==> src/rtl/muller_pipe.sv <==
// Clocked 2-phase bundled-data micropipeline: DEPTH Muller C-elements steering DEPTH data latches.
// Optional occupancy/full/empty outputs are built when MULLER_PIPE_OCC_EN is defined.
module muller_pipe #(
  parameter int WIDTH = 8,
  parameter int DEPTH = 4
) (
  input  logic             clk,
  input  logic             rst,
  input  logic             in_req,
  output logic             in_ack,
  input  logic [WIDTH-1:0] in_data,
  output logic             out_req,
  input  logic             out_ack,
  output logic [WIDTH-1:0] out_data
`ifdef MULLER_PIPE_OCC_EN
  ,
  output logic [$clog2(DEPTH+1)-1:0] occupancy,
  output logic                       full,
  output logic                       empty
`endif
);

  logic [DEPTH-1:0] c_q;
  logic [DEPTH-1:0] c_d;
  logic [WIDTH-1:0] d_q   [DEPTH];
  logic [WIDTH-1:0] d_src [DEPTH];

  // chain[i+1] is stage i; the two ends are the handshake inputs.
  logic [DEPTH+1:0] chain;
  assign chain = {out_ack, c_q, in_req};

  // Stage i takes its predecessor's value once the successor differs from it,
  // i.e. C(c[i-1], ~c[i+1]).
  always_comb begin
    // NOTE: default first so every path assigns c_d and no latch is inferred.
    c_d = c_q;
    for (int i = 0; i < DEPTH; i++) begin
      if (chain[i] != chain[i+2]) c_d[i] = chain[i];
    end
  end

  always_comb begin
    d_src[0] = in_data;
    for (int i = 1; i < DEPTH; i++) d_src[i] = d_q[i-1];
  end

  always_ff @(posedge clk or negedge rst) begin
    if (!rst) begin
      c_q <= '0;
      // NOTE: the data latches are reset too, so out_data reads 0 after reset.
      for (int i = 0; i < DEPTH; i++) d_q[i] <= '0;
    end else begin
      c_q <= c_d;
      for (int i = 0; i < DEPTH; i++) begin
        if (c_d[i] != c_q[i]) d_q[i] <= d_src[i];
      end
    end
  end

  assign in_ack   = c_q[0];
  assign out_req  = c_q[DEPTH-1];
  assign out_data = d_q[DEPTH-1];

`ifdef MULLER_PIPE_OCC_EN
  localparam int OCC_W = $clog2(DEPTH+1);

  // out_ack is sampled so the count depends on registered state only.
  logic ack_q;
  always_ff @(posedge clk or negedge rst) begin
    if (!rst) ack_q <= 1'b0;
    else      ack_q <= out_ack;
  end

  logic [DEPTH:0] tok_chain;
  assign tok_chain = {ack_q, c_q};

  always_comb begin
    occupancy = '0;
    for (int i = 0; i < DEPTH; i++) begin
      occupancy = occupancy + OCC_W'(tok_chain[i] ^ tok_chain[i+1]);
    end
  end

  assign full  = (occupancy == OCC_W'(DEPTH));
  assign empty = (occupancy == '0);
`endif

endmodule
==> config.mk <==
export PLATFORM = sky130hd
export DESIGN_NAME = muller_pipe
export DESIGN_NICKNAME = d
export VERILOG_FILES = /design/src/rtl/muller_pipe.sv
export SDC_FILE = /design/constraint.sdc
export NUM_CORES = 1
export LEC_CHECK = 0
export BUFFER_PORTS_ARGS = -buffer_cell sky130_fd_sc_hd__clkbuf_2
export CELL_PAD_IN_SITES_DETAIL_PLACEMENT = 0
export CELL_PAD_IN_SITES_GLOBAL_PLACEMENT = 2
export CORE_AREA = 4 4 88 90
export CTS_CLUSTER_DIAMETER = 50
export DETAILED_ROUTE_END_ITERATION = 6
export DIE_AREA = 0 0 92 94
export PLACE_DENSITY_LB_ADDON = 0.1
export SETUP_SLACK_MARGIN = 0.1
export SLEW_MARGIN = 10
export SYNTH_ARGS = -nofsm -noshare
export SYNTH_HDL_FRONTEND = slang
export SYNTH_SLANG_ARGS = --single-unit
export TNS_END_PERCENT = 50
==> constraint.sdc <==
create_clock -name clk -period 1.4 [get_ports clk]
set_input_delay 0.07 -clock clk [delete_from_list [all_inputs] [get_ports clk]]
set_output_delay 0.07 -clock clk [all_outputs]
set_load 0.05 [all_outputs]
---- Word level (Yosys, flattened, before mapping) ----
Index checks and enable logic that the tools add are counted.
word-level totals
  flip-flop bits (word level) ............. 36
  word-level logic and storage cells ...... 17
cells by class
  multiplexer cells ....................... 4
  equality and inequality tests ........... 8
operators with widths
  kind        number
  $ne 1x1->1  8
  $mux 1      4

---- Logic depth before layout (Yosys ltp) ----
  depth after elaboration ................. 3
  depth in mapped cells ................... 5

---- Worst setup path before layout ----
OpenSTA, ideal clock, no wires.
  path type ............................... flip-flop to flip-flop
  start point ............................. register c_q[0]
  end point ............................... register d_q[30] (netlist bit)
  path slack .............................. -0.160 ns
  arrival time ............................ 1.430 ns
  stages on the path, launching flop included .. 5
  cells stage by stage .................... dfrtp_1 > buf_4 > or4b_1 > o311ai_1 > a21oi_1
on the way
  word-level cells in the longest chain between the ends .. 2
RTL lines
  item                            line  source
  start: declaration              23    logic [DEPTH-1:0] c_q;
  start signal: assignment        49    c_q <= '0;
  start signal: assignment        53    c_q <= c_d;
  $mux 1                          38    if (chain[i] != chain[i+2]) c_d[i] = chain[i];
  $ne 1x1->1 *                    55    if (c_d[i] != c_q[i]) d_q[i] <= d_src[i];
  end signal: indexed assignment  55
  end: declaration                25    logic [WIDTH-1:0] d_q [DEPTH];
Mark *: on every way between the ends. The rest lies on a longest branch, timed or not.
A chain may end at the register's enable or synchronous reset.

---- Worst setup path after layout ----
  start point ............................. register c_q[1]
  end point ............................... register d_q[8] (netlist bit)
on the way
  word-level cells in the longest chain between the ends .. 3
RTL lines
  item          line
  $ne 1x1->1    38
  $mux 1 *      38
  $ne 1x1->1 *  55
Marks and branches as above.

==> impl_results.md <==
- Post-DP HPWL: 3870 um
- Crit path max fanout: 28
- Most numerous cell in the Yosys netlist: dfrtp_1
- Final worst slack: 0.138 ns
- Final Setup Violations: 0
- Nets: 303
- CP required: 1.63 ns
- Fillers: 727
- N_diodes: 0
- Final antenna-violating net count: 0
- Number of synthesized flops with an enable pin: 0
- Hold Crit Class: in -> reg
- Core ar.: 7060 um2
- FFs w/ async S/R, synth: 1.00
- Post-synthesis sequential area ratio: 0.361
- Area after DPL: 2650 um2
- Setup bufs post-CTS: 0
- Area grow syn2layout: 12.1%
- Peak supply drop: 0.000932 V
- CP peak stage delay: 0.45 ns
- IO Pins: 22
- Die Y: 94 um
- Layout cells sized above 1: 0.192
- Setup Skew: 0.00553 ns
- Unrepaired setup endpoints after global routing: true
- Yosys warns: 0
- Clock buffer depth: 2
- Crit start category: register
- DRC violation total after the first TritonRoute iteration: 50
- Net Sw Frac: 0.467
- Via/cell ratio: 5.48
- Clock Sinks: 36
- Dpl ws: 0.126 ns
- GPL Wtd Cong: 0.701
- Row Count: 31
- Top cells by area, synth: dfrtp_1 36%, nor2b_1 8.3%, o21ai_0 6.6%
- CTS tree: yes
- Root Driver: clkbuf_8
- Critical-path top delay cell: dfrtp_2
- Outcome: completed
- Pre-antenna DRT Iters: 4
- CP Cell Sequence: buf_4, nor2b_1, o21ai_0, o311a_1
- Crit share post-route: 0.901
- Commonest cells post-synth: 36 x dfrtp_1, 33 x nor2b_1, 33 x o21ai_0, 31 x nor3_1
- First-pass GRT wire length: 9740 um
- Finished Cell Area: 2800 um2
- Pwr Total: 0.00695 W
- Starting Density: 0.354
- Largest net degree at the start of global routing: 37
- Syn Area/Cell: 8.74 um2
- Post-synthesis register bit count: 36
- DRC: 0
- Synthesized instance count: 286
- Worst-Margin Slew: 0.393 ns
- Final hold viol count: 0
- Post-synth cell types: 27
- Final core occ: 0.397
- Die Footprint: 8650 um2
- Slew Viols, Final: 0
- Clock Power Share: 0.118
- Min cycle time layout: 1.26 ns
- Synth top area share: 0.361
- Sequential Power Share: 0.321
- Main flop type after synthesis: dfrtp_1
- Vias in the first global route: 2,006
- Global route overflow: 0
- Max_cap viols: 0
- Peak Freq: 792 MHz
- CTS Buf Count: 5
- Clk slew on worst S/H paths: 0.07 ns
- Crit path DAT: 1.49 ns
- Comb power frac: 0.561
- I/O Buffers: 21
- Worst Setup End Kind: register
- GRT Total Usage: 0.139
- Total Neg Setup Slack: 0 ns
- H-tree depth: 2
- Routed via count: 2,139
- Switch Pwr: 0.00325 W
- PD cells: 2480 nW/um2
- Dominant cell type by area after synthesis: dfrtp_1
- Worst-Skew Late Latency: 0.29 ns
- Die X: 92 um
- P_leak: 0.956 nW
- Drt wl/cell: 14.8 um
- Critical path type: reg -> reg
- Rel. slew slack: 0.738
- Internal power: 0.00370 W
- Synthesized area: 2500 um2
- WL final: 5790 um
- Syn_nets: 298
- Initial antenna violation count: 0
sequential cells by signal, summed over array words and instances, names as in the netlist:
signal and count:
d_q 24, c_q 4, out_data 8
critical path, delay by kind of cell, from the launching register on:
family	cells	cell delay [ns]
flip-flops	1	0.45
AND/OR/NAND/NOR	1	0.15
AO/OA/AOI/OAI	2	0.36
buffers and inverters	1	0.23
layout make-up:
type | instances | area (um2) | area share
multi-input cells | 207 | 1380 | 0.493
flip-flops and latches | 36 | 906 | 0.324
inverters | 2 | 7.51 | 0.00268
repair buffers | 39 | 287 | 0.102
well taps | 99 | 124 | 0.0442
clock buffers | 7 | 96.3 | 0.0344
cells in the final DEF (no fill, tap or decap), types with 3 or more instances in the layout:
master,netlist,final
a211oi_1,15,15
a21oi_1,3,3
buf_4,16,13
clkbuf_2,0,19
clkbuf_8,0,8
dfrtp_1,36,32
dfrtp_2,0,4
nand3b_1,16,16
nor2b_1,33,33
nor3_1,31,29
nor3b_1,16,15
o21ai_0,33,29
o21ai_1,0,4
o22ai_1,16,16
o311a_1,16,16
o31ai_1,15,15
logic make-up (layout without fill, tap and decap cells):
family,count (synthesis),count (layout),synth area share
buf+inv,43,48,0.0971
compound gates,100,100,0.273
flops,36,36,0.361
simple gates,106,106,0.265
fa+ha+maj,1,1,0.00401
power by group through the flow:
stage	Clock, W	Sequential (W)	Combinational [W]
3_3_place_gp	0	0.00221	0.00383
4_1_cts	0.000851	0.00221	0.00388
3_5_place_dp	0	0.00224	0.00383
5_1_grt	0.000890	0.00234	0.00427
6_report	0.000819	0.00223	0.00390
2_1_floorplan	0	0.00213	0.00324
worst paths after layout:
path                                      endpoint               startpoint  depth (start not counted)  slack, ns
max                             d_q[8]$_DFFE_PN0P_         c_q[1]$_DFF_PN0_                          4       0.14
min                            d_q[30]$_DFFE_PN0P_               in_data[6]                          3       0.10
max reg2reg                     d_q[8]$_DFFE_PN0P_         c_q[1]$_DFF_PN0_                          4       0.14
min reg2reg                out_data[2]$_DFFE_PN0P_  out_data[2]$_DFFE_PN0P_                          1       0.58
max in group asynchronous         c_q[1]$_DFF_PN0_                      rst                          3       0.90
min in group asynchronous  out_data[2]$_DFFE_PN0P_                      rst                          3       0.29
per-stage QoR:
stage | hold slack [ns] | std cells
5_1_grt | 0.116 | 390
6_report | 0.104 | 390
4_1_cts | 0.104 | 390
2_1_floorplan | -0.226 | 286
3_5_place_dp | 0.0592 | 382
3_3_place_gp | 0.0626 | 382
what timing repair did:
action	4_1_cts	5_1_grt
endpoints found under the setup margin	1	32
endpoints found under the hold margin	36	0
hold buffers	1	0
resized for setup	2	15
per-layer routing:
layer,track usage,up-vias,routed length [um]
li1,-,1091,-
met2,0.237,27,2650
met5,0,-,0
met4,0.0520,0,72
met3,0.0264,7,178
met1,0.176,1014,2890
(Power assumes the default switching activity.)
